$ cat src/rtl/vote_booth_if.sv
// rtl/vote_booth_if.sv - officer/booth/counter signal bundle for vote_booth_scheduler
//
// Purpose: groups the poll-control, per-booth request and counter-strobe
// signals so the scheduler and its environment connect through one port.
// Signals (directions seen from the scheduler, i.e. the slave modport):
//   i_open, i_close : officer poll controls (levels)
//   i_arm           : per-booth arm (level)
//   i_req           : per-booth vote request (rising edge significant)
//   i_cand          : per-booth candidate index, booth k at [k*CAND_W +: CAND_W]
//   o_armed         : booth currently armed
//   o_ack, o_reject : one-cycle per-booth result pulses
//   o_cnt_inc       : one-cycle increment strobe to the counter datapath
//   o_cnt_sel       : candidate to increment (0 when o_cnt_inc=0)
//   o_phase         : 00 idle, 01 open, 11 closed
//   o_total         : accepted votes since open, saturating
interface vote_booth_if #(
  parameter int NUM_BOOTH = 4,
  parameter int CAND_W    = 2,
  parameter int COUNT_W   = 16
) ();
  logic                          i_open;
  logic                          i_close;
  logic [NUM_BOOTH-1:0]          i_arm;
  logic [NUM_BOOTH-1:0]          i_req;
  logic [NUM_BOOTH*CAND_W-1:0]   i_cand;
  logic [NUM_BOOTH-1:0]          o_armed;
  logic [NUM_BOOTH-1:0]          o_ack;
  logic [NUM_BOOTH-1:0]          o_reject;
  logic                          o_cnt_inc;
  logic [CAND_W-1:0]             o_cnt_sel;
  logic [1:0]                    o_phase;
  logic [COUNT_W-1:0]            o_total;

  modport master (
    output i_open, i_close, i_arm, i_req, i_cand,
    input  o_armed, o_ack, o_reject, o_cnt_inc, o_cnt_sel, o_phase, o_total
  );

  modport slave (
    input  i_open, i_close, i_arm, i_req, i_cand,
    output o_armed, o_ack, o_reject, o_cnt_inc, o_cnt_sel, o_phase, o_total
  );
endinterface

$ cat src/rtl/vote_booth_scheduler.sv
// rtl/vote_booth_scheduler.sv - round-robin booth arbiter feeding the shared vote counter
//
// Purpose: captures one vote request per booth, grants booths round-robin,
// validates arming and candidate index, emits a one-cycle increment strobe,
// enforces a lockout hold after every accepted vote and sequences the poll
// phases idle -> open -> closed.
// Ports:
//   clk : clock, rising edge
//   rst : asynchronous active-low reset
//   bus : vote_booth_if slave modport (controls, requests, results, counter strobe)
module vote_booth_scheduler #(
  parameter int NUM_BOOTH   = 4,
  parameter int NUM_CAND    = 3,
  parameter int CAND_W      = 2,
  parameter int COUNT_W     = 16,
  parameter int LOCK_CYCLES = 15
) (
  input  logic        clk,
  input  logic        rst,
  vote_booth_if.slave bus
);

  localparam int PTR_W  = (NUM_BOOTH > 1) ? $clog2(NUM_BOOTH) : 1;
  localparam int HOLD_W = $clog2(LOCK_CYCLES + 1);

  localparam logic [2:0] S_IDLE   = 3'd0;
  localparam logic [2:0] S_SCAN   = 3'd1;
  localparam logic [2:0] S_ISSUE  = 3'd2;
  localparam logic [2:0] S_HOLD   = 3'd3;
  localparam logic [2:0] S_CLOSED = 3'd4;

  // state and bookkeeping
  logic [2:0]           r_state;
  logic [NUM_BOOTH-1:0] r_req_prev;
  logic [NUM_BOOTH-1:0] r_pending;
  logic [NUM_BOOTH-1:0] r_armed;
  logic [CAND_W-1:0]    r_cand [NUM_BOOTH];
  logic [PTR_W-1:0]     r_ptr;
  logic [HOLD_W-1:0]    r_hold;

  // registered outputs
  logic [NUM_BOOTH-1:0] r_ack;
  logic [NUM_BOOTH-1:0] r_reject;
  logic                 r_cnt_inc;
  logic [CAND_W-1:0]    r_cnt_sel;
  logic [1:0]           r_phase;
  logic [COUNT_W-1:0]   r_total;

  // combinational helpers
  logic                 w_active;
  logic [NUM_BOOTH-1:0] w_rise;
  logic [NUM_BOOTH-1:0] w_capture;
  logic                 w_found;
  logic [PTR_W-1:0]     w_win;
  logic [PTR_W:0]       w_sum;
  logic [CAND_W-1:0]    w_win_cand;
  logic                 w_accept;
  logic                 w_grant;
  logic                 w_close_now;
  logic [2:0]           w_next;
  logic [NUM_BOOTH-1:0] w_pending_nxt;
  logic [NUM_BOOTH-1:0] w_armed_nxt;
  logic [1:0]           w_phase_nxt;

  assign w_active = (r_state == S_SCAN) || (r_state == S_ISSUE) || (r_state == S_HOLD);

  // A capture needs a fresh rising edge and a free pending slot; edges seen
  // outside the open phase are simply dropped.
  assign w_rise    = bus.i_req & ~r_req_prev;
  assign w_capture = w_active ? (w_rise & ~r_pending) : '0;

  // Round-robin search starting one past the last served booth. The sum is
  // one bit wider than the pointer so the wrap works for any NUM_BOOTH.
  always_comb begin
    w_found = 1'b0;
    w_win   = '0;
    w_sum   = '0;
    for (int i = 1; i <= NUM_BOOTH; i++) begin
      w_sum = {1'b0, r_ptr} + (PTR_W+1)'(i);
      if (w_sum >= (PTR_W+1)'(NUM_BOOTH)) begin
        w_sum = w_sum - (PTR_W+1)'(NUM_BOOTH);
      end
      if (!w_found && r_pending[w_sum[PTR_W-1:0]]) begin
        w_found = 1'b1;
        w_win   = w_sum[PTR_W-1:0];
      end
    end
  end

  assign w_win_cand  = r_cand[w_win];
  assign w_accept    = r_armed[w_win] && ({1'b0, w_win_cand} < (CAND_W+1)'(NUM_CAND));
  // Close only takes effect in SCAN, so an issued vote always finishes its hold.
  assign w_close_now = (r_state == S_SCAN) && bus.i_close;
  assign w_grant     = (r_state == S_SCAN) && !bus.i_close && w_found;

  always_comb begin
    w_next = r_state;
    case (r_state)
      S_IDLE: begin
        if (bus.i_open) w_next = S_SCAN;
      end
      S_SCAN: begin
        if (bus.i_close)  w_next = S_CLOSED;
        else if (w_found) w_next = S_ISSUE;
      end
      S_ISSUE: begin
        // r_cnt_inc is high exactly during the ISSUE cycle of an accepted vote
        w_next = r_cnt_inc ? S_HOLD : S_SCAN;
      end
      S_HOLD: begin
        if (r_hold <= HOLD_W'(1)) w_next = S_SCAN;
      end
      S_CLOSED: begin
        w_next = S_CLOSED;
      end
      default: begin
        w_next = S_IDLE;
      end
    endcase
  end

  // Pending/armed bookkeeping. A booth granted this edge loses its pending
  // bit; an accepted booth loses its arm even if i_arm is still high, so a
  // held arm level re-arms only on the following edge.
  always_comb begin
    w_pending_nxt = r_pending;
    w_armed_nxt   = r_armed;
    if ((r_state == S_IDLE) && bus.i_open) begin
      w_pending_nxt = '0;
      w_armed_nxt   = '0;
    end else if (w_close_now || (r_state == S_CLOSED)) begin
      w_pending_nxt = '0;
      w_armed_nxt   = '0;
    end else if (w_active) begin
      w_pending_nxt = r_pending | w_capture;
      w_armed_nxt   = r_armed | bus.i_arm;
      if (w_grant) begin
        w_pending_nxt[w_win] = 1'b0;
        if (w_accept) w_armed_nxt[w_win] = 1'b0;
      end
    end
  end

  always_comb begin
    case (w_next)
      S_SCAN, S_ISSUE, S_HOLD: w_phase_nxt = 2'b01;
      S_CLOSED:                w_phase_nxt = 2'b11;
      default:                 w_phase_nxt = 2'b00;
    endcase
  end

  // Grant effects are registered on the SCAN->ISSUE edge so the strobe,
  // ack/reject and the updated total are all visible during the ISSUE cycle.
  always_ff @(posedge clk or negedge rst) begin
    if (!rst) begin
      r_state    <= S_IDLE;
      r_req_prev <= '0;
      r_pending  <= '0;
      r_armed    <= '0;
      for (int k = 0; k < NUM_BOOTH; k++) r_cand[k] <= '0;
      r_ptr      <= '0;
      r_hold     <= '0;
      r_ack      <= '0;
      r_reject   <= '0;
      r_cnt_inc  <= 1'b0;
      r_cnt_sel  <= '0;
      r_phase    <= 2'b00;
      r_total    <= '0;
    end else begin
      r_state    <= w_next;
      r_req_prev <= bus.i_req;
      r_pending  <= w_pending_nxt;
      r_armed    <= w_armed_nxt;
      r_phase    <= w_phase_nxt;
      r_ack      <= '0;
      r_reject   <= '0;
      r_cnt_inc  <= 1'b0;
      r_cnt_sel  <= '0;

      for (int k = 0; k < NUM_BOOTH; k++) begin
        if (w_capture[k]) r_cand[k] <= bus.i_cand[k*CAND_W +: CAND_W];
      end

      if ((r_state == S_IDLE) && bus.i_open) r_total <= '0;

      if (w_grant) begin
        r_ptr <= w_win;
        if (w_accept) begin
          r_ack[w_win] <= 1'b1;
          r_cnt_inc    <= 1'b1;
          r_cnt_sel    <= w_win_cand;
          if (r_total != '1) r_total <= r_total + COUNT_W'(1);
        end else begin
          r_reject[w_win] <= 1'b1;
        end
      end

      if ((r_state == S_ISSUE) && r_cnt_inc) begin
        r_hold <= HOLD_W'(LOCK_CYCLES);
      end else if ((r_state == S_HOLD) && (r_hold != '0)) begin
        r_hold <= r_hold - HOLD_W'(1);
      end
    end
  end

  assign bus.o_armed   = r_armed;
  assign bus.o_ack     = r_ack;
  assign bus.o_reject  = r_reject;
  assign bus.o_cnt_inc = r_cnt_inc;
  assign bus.o_cnt_sel = r_cnt_sel;
  assign bus.o_phase   = r_phase;
  assign bus.o_total   = r_total;

endmodule

$ cat src/flat_wrapper.sv
// flat-port wrapper written by rule: the top's interface ports become plain ports
module vote_booth_scheduler_flat 
#(
  parameter int NUM_BOOTH   = 4,
  parameter int NUM_CAND    = 3,
  parameter int CAND_W      = 2,
  parameter int COUNT_W     = 16,
  parameter int LOCK_CYCLES = 15
)
  (clk, rst, bus_i_open, bus_i_close, bus_i_arm, bus_i_req, bus_i_cand, bus_o_armed, bus_o_ack, bus_o_reject, bus_o_cnt_inc, bus_o_cnt_sel, bus_o_phase, bus_o_total);
  vote_booth_if #(.NUM_BOOTH(NUM_BOOTH), .CAND_W(CAND_W), .COUNT_W(COUNT_W)) bus_i ();
  input  logic clk;
  input  logic rst;
  input wire logic [$bits(bus_i.i_open)-1:0] bus_i_open;
  input wire logic [$bits(bus_i.i_close)-1:0] bus_i_close;
  input wire logic [$bits(bus_i.i_arm)-1:0] bus_i_arm;
  input wire logic [$bits(bus_i.i_req)-1:0] bus_i_req;
  input wire logic [$bits(bus_i.i_cand)-1:0] bus_i_cand;
  output wire logic [$bits(bus_i.o_armed)-1:0] bus_o_armed;
  output wire logic [$bits(bus_i.o_ack)-1:0] bus_o_ack;
  output wire logic [$bits(bus_i.o_reject)-1:0] bus_o_reject;
  output wire logic [$bits(bus_i.o_cnt_inc)-1:0] bus_o_cnt_inc;
  output wire logic [$bits(bus_i.o_cnt_sel)-1:0] bus_o_cnt_sel;
  output wire logic [$bits(bus_i.o_phase)-1:0] bus_o_phase;
  output wire logic [$bits(bus_i.o_total)-1:0] bus_o_total;
  assign bus_i.i_open = bus_i_open;
  assign bus_i.i_close = bus_i_close;
  assign bus_i.i_arm = bus_i_arm;
  assign bus_i.i_req = bus_i_req;
  assign bus_i.i_cand = bus_i_cand;
  assign bus_o_armed = bus_i.o_armed;
  assign bus_o_ack = bus_i.o_ack;
  assign bus_o_reject = bus_i.o_reject;
  assign bus_o_cnt_inc = bus_i.o_cnt_inc;
  assign bus_o_cnt_sel = bus_i.o_cnt_sel;
  assign bus_o_phase = bus_i.o_phase;
  assign bus_o_total = bus_i.o_total;
  vote_booth_scheduler #(.NUM_BOOTH(NUM_BOOTH), .NUM_CAND(NUM_CAND), .CAND_W(CAND_W), .COUNT_W(COUNT_W), .LOCK_CYCLES(LOCK_CYCLES)) u_core (.clk(clk), .rst(rst), .bus(bus_i));
endmodule
$ cat config.mk
export PLATFORM = sky130hd
export DESIGN_NAME = vote_booth_scheduler_flat
export DESIGN_NICKNAME = d
export VERILOG_FILES = /design/src/rtl/vote_booth_if.sv /design/src/rtl/vote_booth_scheduler.sv /design/src/flat_wrapper.sv
export SDC_FILE = /design/constraint.sdc
export NUM_CORES = 1
export LEC_CHECK = 0
export BUFFER_PORTS_ARGS = -buffer_cell sky130_fd_sc_hd__buf_2
export CORE_MARGIN = 5
export CORE_UTILIZATION = 55
export DETAILED_ROUTE_END_ITERATION = 7
export PLACE_DENSITY = 0.79
export SYNTH_ARGS = -nofsm -noshare
export SYNTH_HDL_FRONTEND = slang
export SYNTH_SLANG_ARGS = --single-unit
$ cat constraint.sdc
create_clock -name clk -period 3 [get_ports clk]
set_input_delay 0.45 -clock clk [delete_from_list [all_inputs] [get_ports clk]]
set_output_delay 0.45 -clock clk [all_outputs]
set_load 0.02 [all_outputs]
# After elaboration in Yosys (flattened, before gate mapping)
# Index checks and enable logic that the tools add are counted.
# totals
reg_bits	58
latchBits	0
ram_bits	0
mem_bits_ro	0
in_bits	20
memories	0
# classes
n_addsub	10
multipliers	0
div_mod_pow	0
magnitude_cmp	13
n_eq_ne	9
n_shift	0
n_mux	58
bitwise_logic	10
n_reduce_logical	23
# op_table
operator	n
$mux 16	4
$mux 4	16
$mux 2	13
$add 16x1->16 const B	1
$and 4x4->4	4
$ne 16x16->1 const B	1
$ge 3x3->1 const B	5
$lt 2x3->1 const B	5
$pmux 3 s5	1
$eq 3x2->1 const B	4
$mux 1	12
$mux 3	4
$not 4->4	3
$logic_and 1x1->1	11
$bmux 1 s2	5
$or 4x4->4	2
$sub 2x1->2 const B	4
$add 2x2->3 const B	2
$eq 3x1->1 const B	2
$eq 3x3->1 const B	2
$bmux 2 s2	1
$le 4x1->1 const B	1
$logic_not 1->1	4
$pmux 2 s2	1
13 further kinds	15

# Depth between registers and ports, before layout
# logic_depth
word_depth	26
depth_mapped	10
depth_no_buf	8

# Least setup slack after synthesis
# No wires, ideal clock.
# synth_timing
path_type	register to register
start	register u_core.r_pending[1]
end	register u_core.r_total[2], in the netlist u_core.bus.o_total[2]
setup_ns	0.139
arrival_time_ns	2.163
path_slack_ns	0.698
path_stages_with_launch	9
path_buffers	2
synth_period_minus_slack_ns	2.302
cell_sequence	dfrtp_1 > or2_1 > a311oi_2 > mux4_2 > o21a_1 > buf_6 > buf_6 > nand4_1 > o221ai_1
# synth_via
elab_chain_cells	20
elab_cells_between_ends	33
cone_classes	order compare: 1; mux: 23; bitwise: 1; reduce/logical: 8
# synth_rtl
element	line	source
start, declared	vote_booth_scheduler.sv:35	logic [NUM_BOOTH-1:0] r_pending;
start signal, assigned	vote_booth_scheduler.sv:172	r_pending <= w_pending_nxt;
$bmux 1 s2	vote_booth_scheduler.sv:83	if (!w_found && r_pending[w_sum[PTR_W-1:0]]) begin
$mux 1 (not written as such)	vote_booth_scheduler.sv:83	
$mux 1	vote_booth_scheduler.sv:83	
$logic_not 1->1	vote_booth_scheduler.sv:83	
$logic_and 1x1->1	vote_booth_scheduler.sv:83	
$mux 1	vote_booth_scheduler.sv:83	
$logic_not 1->1	vote_booth_scheduler.sv:83	
$logic_and 1x1->1	vote_booth_scheduler.sv:83	
[... 3 more ...]	--	
$mux 2	vote_booth_scheduler.sv:83	
$not 2->3 (not written as such)	vote_booth_scheduler.sv:90	assign w_win_cand = r_cand[w_win];
$bmux 2 s2	vote_booth_scheduler.sv:90	
$mux 2 (not written as such) (2 in series)	vote_booth_scheduler.sv:90	
$lt 2x2->1	vote_booth_scheduler.sv:91	assign w_accept = r_armed[w_win] && ({1'b0, w_win_cand} < (CAND_W+1)'(NUM_CAND));
$logic_and 1x1->1	vote_booth_scheduler.sv:91	
$mux 16	vote_booth_scheduler.sv:188	if (w_accept) begin
$mux 16 *	vote_booth_scheduler.sv:186	if (w_grant) begin
end signal, assigned	vote_booth_scheduler.sv:192	if (r_total != '1) r_total <= r_total + COUNT_W'(1);
end, declared	vote_booth_scheduler.sv:47	logic [COUNT_W-1:0] r_total;
# Mark *: on every way between the ends. The rest lies on a longest branch, timed or not. The select of a mux whose other input is x is not followed.
# A chain may end at the register's enable or synchronous reset.

# Final worst setup path
# layout_timing
start	register u_core.r_pending[1]
end	register u_core.r_total[13], in the netlist u_core.bus.o_total[13]
# Same word-level chain as after synthesis.

==> results.yml <==
drt:
  drcViolationCount: 0
  wl_per_cell_um: 15.4
  drtAntennaViolNets: 0
  met2_wirelength_mm: 3.12
  dr.pass1.iters: 5
  top_layer: "met4"
  met1Wirelength_mm: 2.78
  dr_wl_met3_um: 402
  wl_mm: 6.42
  first_iter_violations: 209
  vias: 2395
  routed_via_density: 5.73
cts:
  postCtsHoldBufs: 0
  insertion_delay_ns: 0.33
  cts.sinks: 58
  htreeDepth: 3
  clk_path_buf_depth: 2
  cts_made_buffers: 9
  path_clk_slew_ns: 0.06
  cts-root-buf: "clkbuf_8"
  cts_tree: "done"
setup_path:
  cp-end-kind: "flop"
  critical_path_buf_inv_count: 0
  cp_top_family: "compound AO/OA/AOI/OAI gates"
  crit_arrival_ns: 2.90
  worstSetupPathType: "reg -> reg"
  startpoint_type: "flop"
  cp_slowest_cell: "a311oi_2"
  path_cells: "or2_1, a311oi_2, mux4_2, o21a_2, nand2_2, mux2i_1"
  critPathMaxFanout: 17
  max_stage_delay_ns: 0.58
  rrSetupSlack_ns: 0.35
  cp.required_ns: 3.25
timing:
  tns_ns: 0
  hold_violations: 0
  hold_slack_ns: 0.117
  maxSlewViolCount: 0
  fin_crit_sh: 0.884
  finClkSkew_ns: 0.00700
  worstMarginPinSlew_ns: 0.627
  fmax_ghz: 0.377
  slew_headroom: 0.582
  post-route-min-period_ns: 2.65
  setup_ws_ns: 0.347
  setup_viol: 0
  grt_setup_unrepaired: "no"
finish:
  drive_gt1_frac: 0.270
  final_common_cell: "dfrtp_1"
  area_growth_pct: 19.0
  seq_area_um2: 1450
  antenna_cells: 0
  final_nets: 368
  fill_cells: 410
  final_cell_area_um2: 3380
  layout_common_cells: "dfrtp_1, buf_2, nor2_1"
  multi_input_area_um2: 1260
placement:
  post-dp-hpwl_mm: 4.75
  place_congestion: 0.887
  port_buffers: 52
  post-place-ws_ns: 0.179
  dpl_cell_area_um2: 3190
grt:
  grt_overflow: 0
  grt_pass1_wl_mm: 11.1
  grt_usage: 0.219
  antenna_found_initial: 0
  grt_max_degree: 32
  grt_pass1_vias: 2360
yosys:
  synth_area_um2: 2840
  synth-async-reset-ratio: 1.00
  yosysUniqueCellTypes: 49
  syn_inst: 281
  syn_nets: 305
  ys.flop_type: "dfrtp_1"
  yosysSeqAreaShare: 0.510
  synth_area_per_cell_um2: 10.1
  synth_edf_count: 0
  synth_warnings: 0
  synth-seq-cells: 58
die:
  rows: 26
  coreArea_um2: 5070
  die_w_um: 81.9
  initial_core_util: 0.560
  io_pins: 53
  die_area_um2: 6710
  die_h_um: 81.9
job:
  maxCapViolCount: 0
pwr:
  leakage_nw: 1.61
  ir_drop_mv: 0.558
  power_mw: 2.60
  power.density_nw_per_um2: 769
status:
  status: "finished clean"
min_path:
  min_path_type: "in -> async"
[metrics by stage]
| stage | utilization | cells |
|---|---|---|
| floorplan | - | 281 |
| global placement | 0.629 | 403 |
| detailed placement | 0.629 | 403 |
| CTS | 0.667 | 418 |
| global route | 0.667 | 418 |
| finish | 0.667 | 418 |
[report_power, final]
group	total, mW	switching [mW]	internal, mW	leakage [nW]
sequential	1.08	0.144	0.934	0.770
combinational	0.859	0.543	0.316	0.740
clock	0.667	0.284	0.382	0.101
[state kept, by name (all words and copies together) (netlist names)]
register              flops
u_core.bus.o_ack          4
u_core.bus.o_armed        4
u_core.bus.o_cnt_inc      1
u_core.bus.o_cnt_sel      2
u_core.bus.o_phase        2
u_core.bus.o_reject       4
u_core.bus.o_total       16
u_core.r_cand             8
u_core.r_hold             4
u_core.r_pending          4
u_core.r_ptr              2
u_core.r_req_prev         4
u_core.r_state            3
[what timing repair did]
action	in CTS	in global routing
buffers inserted	0	0
resized for setup	0	1
setup endpoints to repair	0	7
endpoints found under the hold margin	0	0
[layer usage]
metal  vias up  global-route usage
met5         -                   0
met4         0              0.0963
met3        11              0.0548
met2        85               0.348
met1      1165               0.282
li1       1134                   -
[worst paths after layout]
| check | startpoint | end | cells past startpoint |
|---|---|---|---|
| setup / recovery | u_core.r_pending[1] | u_core.bus.o_total[13] | 6 |
| hold / removal | rst | u_core.r_pending[2] | 2 |
| setup reg to reg | u_core.r_pending[1] | u_core.bus.o_total[13] | 6 |
| hold reg to reg | u_core.r_cand[2] | u_core.r_cand[2] | 1 |
| max in group asynchronous | rst | u_core.bus.o_reject[3] | 2 |
| min in group clk | bus_i_req[3] | u_core.r_req_prev[3] | 1 |
[Yosys cell counts, drive strengths merged, types with 3 or more instances]
cell type,n,area share
nor2,27,0.036
or4,3,0.0079
nand4,10,0.022
a2111oi,5,0.018
mux4,3,0.024
buf,3,0.0097
nor3,8,0.018
or2,3,0.0066
o211ai,3,0.0079
ha,4,0.018
inv,25,0.033
nor4,3,0.0088
mux2,8,0.032
a21oi,10,0.018
nand2b,8,0.018
o221ai,6,0.018
xnor2,4,0.012
o21ai,14,0.027
nand3,12,0.021
dfrtp,58,0.51
and3,6,0.013
a22oi,4,0.011
a31oi,4,0.0088
nand2,27,0.037
mux2i,3,0.011
[logic make-up after synthesis]
logic type,after synthesis,share of synthesized area
flip-flops,58,0.510
adder cells (fa/ha/maj),4,0.0176
XOR/XNOR,5,0.0154
buffers and inverters,30,0.0453
AO/OA/AOI/OAI,57,0.143
multiplexers,14,0.0660
AND/OR/NAND/NOR,113,0.202
[final cells by class]
class                      instances  area share
timing repair buffer              57      0.0880
clock buffer                      13      0.0529
tap                               70      0.0259
sequential                        58       0.429
clock inverter                     2     0.00296
multi-input combinational        193       0.374
inverter                          25      0.0277
Note: power is estimated with default switching activity, not from simulation.
